`src/rtl/lock_input_pkg.sv`:
```
// Shared types and helpers for the combination-lock input conditioner.
package lock_input_pkg;

    localparam int CODE_W = 4;

    typedef enum logic [1:0] {
        IDLE     = 2'd0,
        PRESS_DB = 2'd1,
        HELD     = 2'd2,
        REL_DB   = 2'd3
    } btn_state_e;

    // Counter width wide enough for the larger of the two durations.
    function automatic int db_cnt_w(input int db, input int lng);
        int mx;
        mx = (db > lng) ? db : lng;
        return $clog2(mx + 1);
    endfunction

endpackage

```
`src/rtl/lock_db_channel.sv`:
```
// One debounced input: two-flop synchroniser followed by a persistence counter.
// stable only follows the synchronised level after DB_CYCLES consecutive
// differing samples; busy is high while that count is in progress.
module lock_db_channel #(
    parameter int DB_CYCLES = 1_000_000,
    parameter int CNT_W     = 20
) (
    input  logic clk,
    input  logic rst_n,
    input  logic raw,
    output logic stable,
    output logic busy
);

    localparam logic [CNT_W-1:0] CNT_LAST = CNT_W'(DB_CYCLES - 1);

    logic             sync_p0;
    logic             sync_p1;
    logic [CNT_W-1:0] cnt;

    // Two-flop synchroniser for the asynchronous raw level
    always_ff @(posedge clk) begin
        if (!rst_n) begin
            sync_p0 <= 1'b0;
            sync_p1 <= 1'b0;
        end else begin
            sync_p0 <= raw;
            sync_p1 <= sync_p0;
        end
    end

    // Accept a new level only after it persists; any bounce restarts the count
    always_ff @(posedge clk) begin
        if (!rst_n) begin
            stable <= 1'b0;
            cnt    <= '0;
        end else if (sync_p1 == stable) begin
            cnt <= '0;
        end else if (cnt == CNT_LAST) begin
            stable <= sync_p1;
            cnt    <= '0;
        end else begin
            cnt <= cnt + CNT_W'(1);
        end
    end

    assign busy = (cnt != '0);

endmodule

```
`src/rtl/lock_input_cond.sv`:
```
// Input conditioner ahead of the combination-lock decision logic.
// Debounces the four code switches and the try button, and turns each
// qualified press into a single try pulse with the code captured at that time.
// The try pulse is asserted in the cycle the FSM commits PRESS_DB -> HELD,
// so try_code_o shows the captured code in that same cycle.
// Optional long-press detection is built when LOCK_INPUT_LONGPRESS_EN is defined.
module lock_input_cond
    import lock_input_pkg::*;
#(
    parameter int DB_CYCLES   = 1_000_000,
    parameter int LONG_CYCLES = 100_000_000
) (
    input  logic              clk,
    input  logic              rst_n,
    input  logic [CODE_W-1:0] sw_raw_i,
    input  logic              btn_raw_i,
    output logic [CODE_W-1:0] code_o,
    output logic              code_busy_o,
    output logic              try_o,
    output logic [CODE_W-1:0] try_code_o,
    output logic              btn_level_o,
    output logic              long_o
);

    localparam int               CNT_W   = db_cnt_w(DB_CYCLES, LONG_CYCLES);
    localparam logic [CNT_W-1:0] DB_LAST = CNT_W'(DB_CYCLES - 1);

    logic [CODE_W-1:0] sw_busy;
    logic              btn_p0;
    logic              btn_p1;
    btn_state_e        state;
    btn_state_e        state_nxt;
    logic [CNT_W-1:0]  cnt;
    logic [CNT_W-1:0]  cnt_nxt;
    logic              try_hit;
    logic [CODE_W-1:0] try_code_q;

    for (genvar g = 0; g < CODE_W; g++) begin : g_sw
        lock_db_channel #(
            .DB_CYCLES (DB_CYCLES),
            .CNT_W     (CNT_W)
        ) u_ch (
            .clk    (clk),
            .rst_n  (rst_n),
            .raw    (sw_raw_i[g]),
            .stable (code_o[g]),
            .busy   (sw_busy[g])
        );
    end

    assign code_busy_o = |sw_busy;

    // Two-flop synchroniser for the raw button
    always_ff @(posedge clk) begin
        if (!rst_n) begin
            btn_p0 <= 1'b0;
            btn_p1 <= 1'b0;
        end else begin
            btn_p0 <= btn_raw_i;
            btn_p1 <= btn_p0;
        end
    end

    // Button FSM state and shared debounce counter
    always_ff @(posedge clk) begin
        if (!rst_n) begin
            state <= IDLE;
            cnt   <= '0;
        end else begin
            state <= state_nxt;
            cnt   <= cnt_nxt;
        end
    end

    // Next-state logic; a press is committed only once the code is settled
    always_comb begin
        state_nxt = state;
        cnt_nxt   = cnt;
        try_hit   = 1'b0;
        case (state)
            IDLE: begin
                if (btn_p1) begin
                    state_nxt = PRESS_DB;
                    cnt_nxt   = '0;
                end
            end
            PRESS_DB: begin
                if (!btn_p1) begin
                    state_nxt = IDLE;
                    cnt_nxt   = '0;
                end else if (cnt != DB_LAST) begin
                    cnt_nxt = cnt + CNT_W'(1);
                end else if (!code_busy_o) begin
                    state_nxt = HELD;
                    cnt_nxt   = '0;
                    try_hit   = 1'b1;
                end
            end
            HELD: begin
                if (!btn_p1) begin
                    state_nxt = REL_DB;
                    cnt_nxt   = '0;
                end
            end
            REL_DB: begin
                if (btn_p1) begin
                    state_nxt = HELD;
                    cnt_nxt   = '0;
                end else if (cnt == DB_LAST) begin
                    state_nxt = IDLE;
                    cnt_nxt   = '0;
                end else begin
                    cnt_nxt = cnt + CNT_W'(1);
                end
            end
            default: begin
                state_nxt = IDLE;
                cnt_nxt   = '0;
            end
        endcase
    end

    // Hold the code that was presented with the most recent try
    always_ff @(posedge clk) begin
        if (!rst_n) begin
            try_code_q <= '0;
        end else if (try_o) begin
            try_code_q <= code_o;
        end
    end

    assign try_o       = try_hit & rst_n;
    assign try_code_o  = try_o ? code_o : try_code_q;
    assign btn_level_o = (state == HELD) || (state == REL_DB);

`ifdef LOCK_INPUT_LONGPRESS_EN
    localparam logic [CNT_W-1:0] LONG_LAST = CNT_W'(LONG_CYCLES - 1);
    localparam logic [CNT_W-1:0] LONG_PRE  = CNT_W'(LONG_CYCLES - 2);

    logic [CNT_W-1:0] long_cnt;
    logic             long_q;

    // Time the held episode; release bounces pause it, a full release clears it
    always_ff @(posedge clk) begin
        if (!rst_n) begin
            long_cnt <= '0;
            long_q   <= 1'b0;
        end else begin
            long_q <= 1'b0;
            if ((state == IDLE) || (state == PRESS_DB)) begin
                long_cnt <= '0;
            end else if ((state == HELD) && (long_cnt != LONG_LAST)) begin
                long_cnt <= long_cnt + CNT_W'(1);
                long_q   <= (long_cnt == LONG_PRE);
            end
        end
    end

    assign long_o = long_q;
`else
    assign long_o = 1'b0;
`endif

endmodule

```
`config.mk`:
```
export PLATFORM = sky130hd
export DESIGN_NAME = lock_input_cond
export DESIGN_NICKNAME = d
export VERILOG_FILES = /design/src/rtl/lock_input_pkg.sv /design/src/rtl/lock_db_channel.sv /design/src/rtl/lock_input_cond.sv
export SDC_FILE = /design/constraint.sdc
export NUM_CORES = 1
export LEC_CHECK = 0
export BUFFER_PORTS_ARGS = -buffer_cell sky130_fd_sc_hd__buf_2
export CAP_MARGIN = 25
export CORE_ASPECT_RATIO = 0.6
export CORE_MARGIN = 2
export CORE_UTILIZATION = 55
export CTS_BUF_LIST = sky130_fd_sc_hd__clkbuf_4 sky130_fd_sc_hd__clkbuf_8 sky130_fd_sc_hd__clkbuf_16
export CTS_CLUSTER_SIZE = 24
export DETAILED_ROUTE_END_ITERATION = 6
export HOLD_SLACK_MARGIN = 0.15
export PLACE_DENSITY = 0.75
export SLEW_MARGIN = 10
export SYNTH_ARGS = -nofsm -noshare
export SYNTH_HDL_FRONTEND = slang
export SYNTH_HIERARCHICAL = 1
export SYNTH_SLANG_ARGS = --single-unit
export TNS_END_PERCENT = 20
```
`constraint.sdc`:
```
create_clock -name clk -period 2.58 [get_ports clk]
set_clock_uncertainty 0.15 [all_clocks]
set_input_delay 0.129 -clock clk [delete_from_list [all_inputs] [get_ports clk]]
set_output_delay 0.129 -clock clk [all_outputs]
set_load 0.01 [all_outputs]
```
; Word-level counts from Yosys, hierarchy flattened
; Index checks and enable logic that the tools add are counted.
[totals]
register_bits = 155
out_inout_bits = 12
word_cells = 89
[classes]
mux = 21
reduce_logical = 17
addsub = 5
bitwise_logic = 6
n_eq_ne = 19
[op_table]
columns = cell, count
row1 = 27-bit 2-to-1 mux, 7
row2 = "27-bit by 1-bit adder with 27-bit output, second input constant", 5
row3 = "27-bit by 20-bit equality test with 1-bit output, second input constant", 5
row4 = 27-bit case mux with 4 select lines, 1
row5 = 27-bit nonzero test, 4
row6 = "27-bit by 20-bit inequality test with 1-bit output, second input constant", 1
row7 = 2-bit 2-to-1 mux, 7
row8 = 3-bit OR reduction, 4
row9 = "3-bit inequality test, second input constant", 3
row10 = 2-bit case mux with 4 select lines, 1
row11 = 2-bit AND reduction, 4
row12 = 1-bit inverter, 5
row13 = 5-bit AND reduction, 1
row14 = 1-bit equality test, 4
row15 = "2-bit equality test, second input constant", 2
row16 = 1-bit 2-to-1 mux, 4
row17 = 4-bit 2-to-1 mux, 1
row18 = "2-bit inequality test, second input constant", 2
row19 = "4-bit inequality test, second input constant", 1
row20 = 4-bit OR reduction, 1
row21 = 3-bit AND reduction, 1
row22 = "2-bit by 1-bit equality test with 1-bit output, second input constant", 1
row23 = 2-bit zero test, 1
row24 = 1-bit bitwise AND, 1
row25 = 1-bit logical OR, 1

; Logic depth before layout (Yosys ltp)
[logic_depth]
depth_word = 8
depth_mapped = 11
ltp_nobuf = 9

; Hierarchy
; The synthesis kept the hierarchy.
[by_module_without_submodules]
columns = mod, cells_per_inst, instances, seq_area_each_um2, area_each_um2
row1 = lock_db_channel (g_sw[0].u_ch ...), 163, 3, 600.6, 1457.6
row2 = lock_input_cond, 215, 1, 700.7, 1838.0
row3 = lock_db_channel (g_sw[2].u_ch), 167, 1, 600.6, 1477.7

; Worst setup path before layout
; Ideal clock, no wire load.
[synth_timing]
kind = register to register
start = reg g_sw[1].u_ch.cnt[15]
end = reg try_code_q[0]
slack_ns = -0.510
arrival_ns = 2.825
path_stages_with_launch = 9
synth_period_minus_slack_ns = 3.090
n_path_buf = 0
setup_time_ns = 0.115
path_cell_list = dfxtp_1 > nor4_1 > nand4_1 > or2_2 > nor4_1 > inv_1 > nor4_4 > mux2_2 > and2_1
[synth_via]
elab_chain_len = 8
[synth_lines]
columns = item, line_no
row1 = from (decl), lock_db_channel.sv:19  ; logic [CNT_W-1:0] cnt;
row2 = from (signal assigned), lock_db_channel.sv:43  ; cnt <= cnt + CNT_W'(1);
row3 = 27-bit nonzero test, lock_db_channel.sv:47  ; assign busy = (cnt != '0);
row4 = via sw_busy[1], lock_input_cond.sv:28  ; logic [CODE_W-1:0] sw_busy;
row5 = 4-bit OR reduction, lock_input_cond.sv:51  ; assign code_busy_o = |sw_busy;
row6 = via code_busy_o, lock_input_cond.sv:18  ; output logic code_busy_o,
row7 = 1-bit 2-to-1 mux, lock_input_cond.sv:93  ; end else if (!code_busy_o) begin
row8 = 1-bit 2-to-1 mux, lock_input_cond.sv:91  ; end else if (cnt != DB_LAST) begin
row9 = 1-bit 2-to-1 mux, lock_input_cond.sv:88  ; if (!btn_p1) begin
row10 = 1-bit 2-to-1 mux, lock_input_cond.sv:80  ; case (state)
row11 = 1-bit bitwise AND, lock_input_cond.sv:132  ; assign try_o = try_hit & rst_n;
row12 = via try_o, lock_input_cond.sv:19  ; output logic try_o,
row13 = 4-bit 2-to-1 mux, -
row14 = via try_code_o[0], lock_input_cond.sv:20  ; output logic [CODE_W-1:0] try_code_o,
row15 = to (signal assigned), lock_input_cond.sv:128  ; try_code_q <= code_o;
row16 = to (decl), lock_input_cond.sv:36  ; logic [CODE_W-1:0] try_code_q;
; The timed path passes the listed nets, and every way through them passes these cells.
; A chain may end at the register's enable or synchronous reset.

; Final worst setup path
[layout_timing]
start = reg g_sw[0].u_ch.cnt[22]
end = out try_code_o[0]
[layout_via]
elab_chain_len = 8
[layout_lines]
columns = item, line_no
row1 = from (decl), lock_db_channel.sv:19
row2 = from (signal assigned), lock_db_channel.sv:43
row3 = 27-bit nonzero test, lock_db_channel.sv:47
row4 = via sw_busy[0], lock_input_cond.sv:28
row5 = 4-bit OR reduction, lock_input_cond.sv:51
row6 = 1-bit 2-to-1 mux, lock_input_cond.sv:93
row7 = 1-bit 2-to-1 mux, lock_input_cond.sv:91
row8 = 1-bit 2-to-1 mux, lock_input_cond.sv:88
row9 = 1-bit 2-to-1 mux, lock_input_cond.sv:80
row10 = 1-bit bitwise AND, lock_input_cond.sv:132
row11 = 4-bit 2-to-1 mux, -
row12 = to (decl), lock_input_cond.sv:20
; The timed path passes the listed nets, and every way through them passes these cells.

==> results.sh <==
export IMPL_synth_top_area_share_pct=40.4
export IMPL_vias_per_cell=5.86
export IMPL_synthTopCellsByArea="dfxtp_1, xor2_1, nor2_1"
export IMPL_setup_slack_ns=-0.397
export IMPL_r2r_start="g_sw[0].u_ch/cnt[22]"
export IMPL_crit_type="flop to primary output"
export IMPL_reg2regPathDepth=10
export IMPL_clk_pin_slew_ns=0.06
export IMPL_cts_sinks=155
export IMPL_grt_pass1_wl_um=31000
export IMPL_crit_family="simple AND/OR/NAND/NOR gates"
export IMPL_drive_above_1_share_pct=23.7
export IMPL_worst_pin_slew_ns=0.572
export IMPL_wl_um=18700
export IMPL_crit_cells=9
export IMPL_grt_ovfl_total=0
export IMPL_setup_viol=15
export IMPL_portBuffers=17
export IMPL_vdd_drop_max_v=0.000397
export IMPL_period_minus_slack_ns=2.98
export IMPL_wl_per_cell_um=15.7
export IMPL_hp_start="g_sw[3].u_ch/sync_p0"
export IMPL_critical_path_required_ns=2.30
export IMPL_synth_commonest_cells="dfxtp_1, nor2_1, a21oi_1"
export IMPL_critPathArrivalTime_ns=2.70
export IMPL_core_sq_um=13700
export IMPL_grt_use_total_pct=26.0
export IMPL_final_nets=1006
export IMPL_cp_start_kind="flop"
export IMPL_vias=6997
export IMPL_rrSetupSlack_ns=-0.12
export IMPL_cap_violations=0
export IMPL_place_hpwl_um=12800
export IMPL_leakagePower_nw=3.37
export IMPL_n_fill_cell=1033
export IMPL_cp_num_buf_inv=3
export IMPL_startpoint="g_sw[0].u_ch/cnt[22]"
export IMPL_synth_cell_type_count=60
export IMPL_grt_max_degree=30
export IMPL_relSlewSlack_pct=61.5
export IMPL_cts_made_buffers=17
export IMPL_diodes=0
export IMPL_gp_congestion=0.828
export IMPL_cellPowerDensity_nw_per_um2=512
export IMPL_path_cells="nor4_4 -> nand4_1 -> or2_4 -> nor4_4 -> inv_2 -> nor4_4 -> buf_6 -> mux2_4 -> buf_6"
export IMPL_endpoint_kind="primary output"
export IMPL_syn_area_sq_um=7690
export IMPL_synth_edf_count=0
export IMPL_start_util_pct=56.3
export IMPL_firstDrtPassIters=5
export IMPL_drtIter0Drc=602
export IMPL_synthCells=871
export IMPL_row_count=33
export IMPL_drv_slew=0
export IMPL_areaGrowthSynthToFinish_pct=23.8
export IMPL_crit_top_cell="nor4_4"
export IMPL_yosysTopAreaCell="dfxtp_1"
export IMPL_crit_fanout=5
export IMPL_cts_root_buffer="clkbuf_16"
export IMPL_clockBufferDepth=2
export IMPL_cp_slowest_cell="dfxtp_2"
export IMPL_drc=0
export IMPL_hp_class="flop to flop"
export IMPL_dieArea_sq_um=15000
export IMPL_grt_pass1_vias=6287
export IMPL_fmax_mhz=336
export IMPL_die_w_um=157
export IMPL_cts_max_level=4
export IMPL_cts_tree="yes"
export IMPL_yosysSeqAreaShare_pct=40.4
export IMPL_ant_nets=0
export IMPL_synth_main_ff_cell="dfxtp_1"
export IMPL_slowest_delay_ns=0.33
export IMPL_status="complete, but fails checks"
export IMPL_hold_depth=1
export IMPL_antenna_found_initial=0
export IMPL_worst_skew_pair_late_latency_ns=0.42
export IMPL_pre_cts_ws_ns=-0.176
export IMPL_hold_slack_ns=0.283
export IMPL_hold_violations=0
export IMPL_min_period_over_period_pct=115
export IMPL_die_y_um=95.6
export IMPL_rsz0062_at_grt="true"
export IMPL_violations="negative setup slack"
export IMPL_io_pins=19
export IMPL_synth_seq_cells=155
export IMPL_ys_warn_count=6
export IMPL_avgSynthCellArea_sq_um=8.83
export IMPL_syn_nets=887
export IMPL_synth_most_common_cell="dfxtp_1"
export IMPL_async_reset_ff_share_pct=0
## per-stage QoR
step	util (%)	instances	area [sq um]	total power [mW]	setup TNS [ns]
floorplan	-	871	7730	2.53	-1.34
global placement	63.2	1150	8640	2.57	-2.17
detailed placement	63.2	1150	8640	2.57	-2.99
CTS	69.4	1198	9490	4.90	-6.44
global route	69.6	1194	9520	5.02	-5.52
finish	69.6	1194	9520	4.87	-2.61
## layout by cell type (no fill, tap or decap), types with 17 or more instances in the layout
cell type	count
a21oi_1	56
and4_1	18
buf_4	115
clkbuf_16	17
dfxtp_1	151
inv_1	25
nand2_1	43
nand3_1	49
nand4_1	45
nor2_1	85
nor4_1	28
o21ai_0	29
o31ai_1	32
or3_1	29
or4_1	27
xnor2_1	32
xor2_1	41
## repair_timing
| action | CTS | global route |
|---|---|---|
| hold endpoints to repair | 9 | 0 |
| pin swaps | 30 | 11 |
| hold buffers | 6 | 0 |
| buffers inserted | 11 | 1 |
| setup endpoints to repair | 36 | 64 |
| resized for setup | 32 | 13 |
## state kept, by name, summed over array words and instances (netlist names), named ones only
register	count
state	1
g_sw.u_ch/cnt	108
btn_p1	1
g_sw.u_ch/sync_p1	4
btn_p0	1
g_sw.u_ch/stable	4
try_code_q	4
g_sw.u_ch/sync_p0	4
cnt	27
## cell families after synthesis
group                    after synthesis  share of synthesized area (%)
flip-flops                           155                           40.4
multiplexers                           4                          0.586
XOR/XNOR                              73                           8.32
buffers and inverters                 74                           5.40
AO/OA/AOI/OAI                        143                           12.0
AND/OR/NAND/NOR                      412                           31.8
adder cells (fa/ha/maj)                9                           1.46
other                                  1                         0.0488
## path summary, 6_finish.rpt
path	to
min reg2reg	g_sw[3].u_ch/sync_p1
min	g_sw[3].u_ch/sync_p1
max reg2reg	cnt[5]
max	try_code_o[0]
## power breakdown
| part | switching [mW] | leakage, nW | internal, mW |
|---|---|---|---|
| Sequential | 0.00676 | 1.25 | 2.40 |
| Combinational | 0.0707 | 1.84 | 0.0543 |
| Clock | 0.972 | 0.277 | 1.36 |
## per-layer routing
metal / wire length (um) / track usage [%]
met4: 166 / 6.65
met1: 9420 / 38.3
met2: 7980 / 38.8
met3: 1140 / 5.14
met5: 0 / 0
## cell type report
class / count / area, sq um / area share (%)
inverter: 26 / 97.6 / 1.03
sequential: 155 / 3110 / 32.7
multi-input combinational: 642 / 4350 / 45.8
tap: 192 / 240 / 2.52
clock inverter: 11 / 97.6 / 1.03
timing repair buffer: 148 / 1160 / 12.2
clock buffer: 20 / 454 / 4.77
No activity file was read; power rests on OpenSTA's default activity.
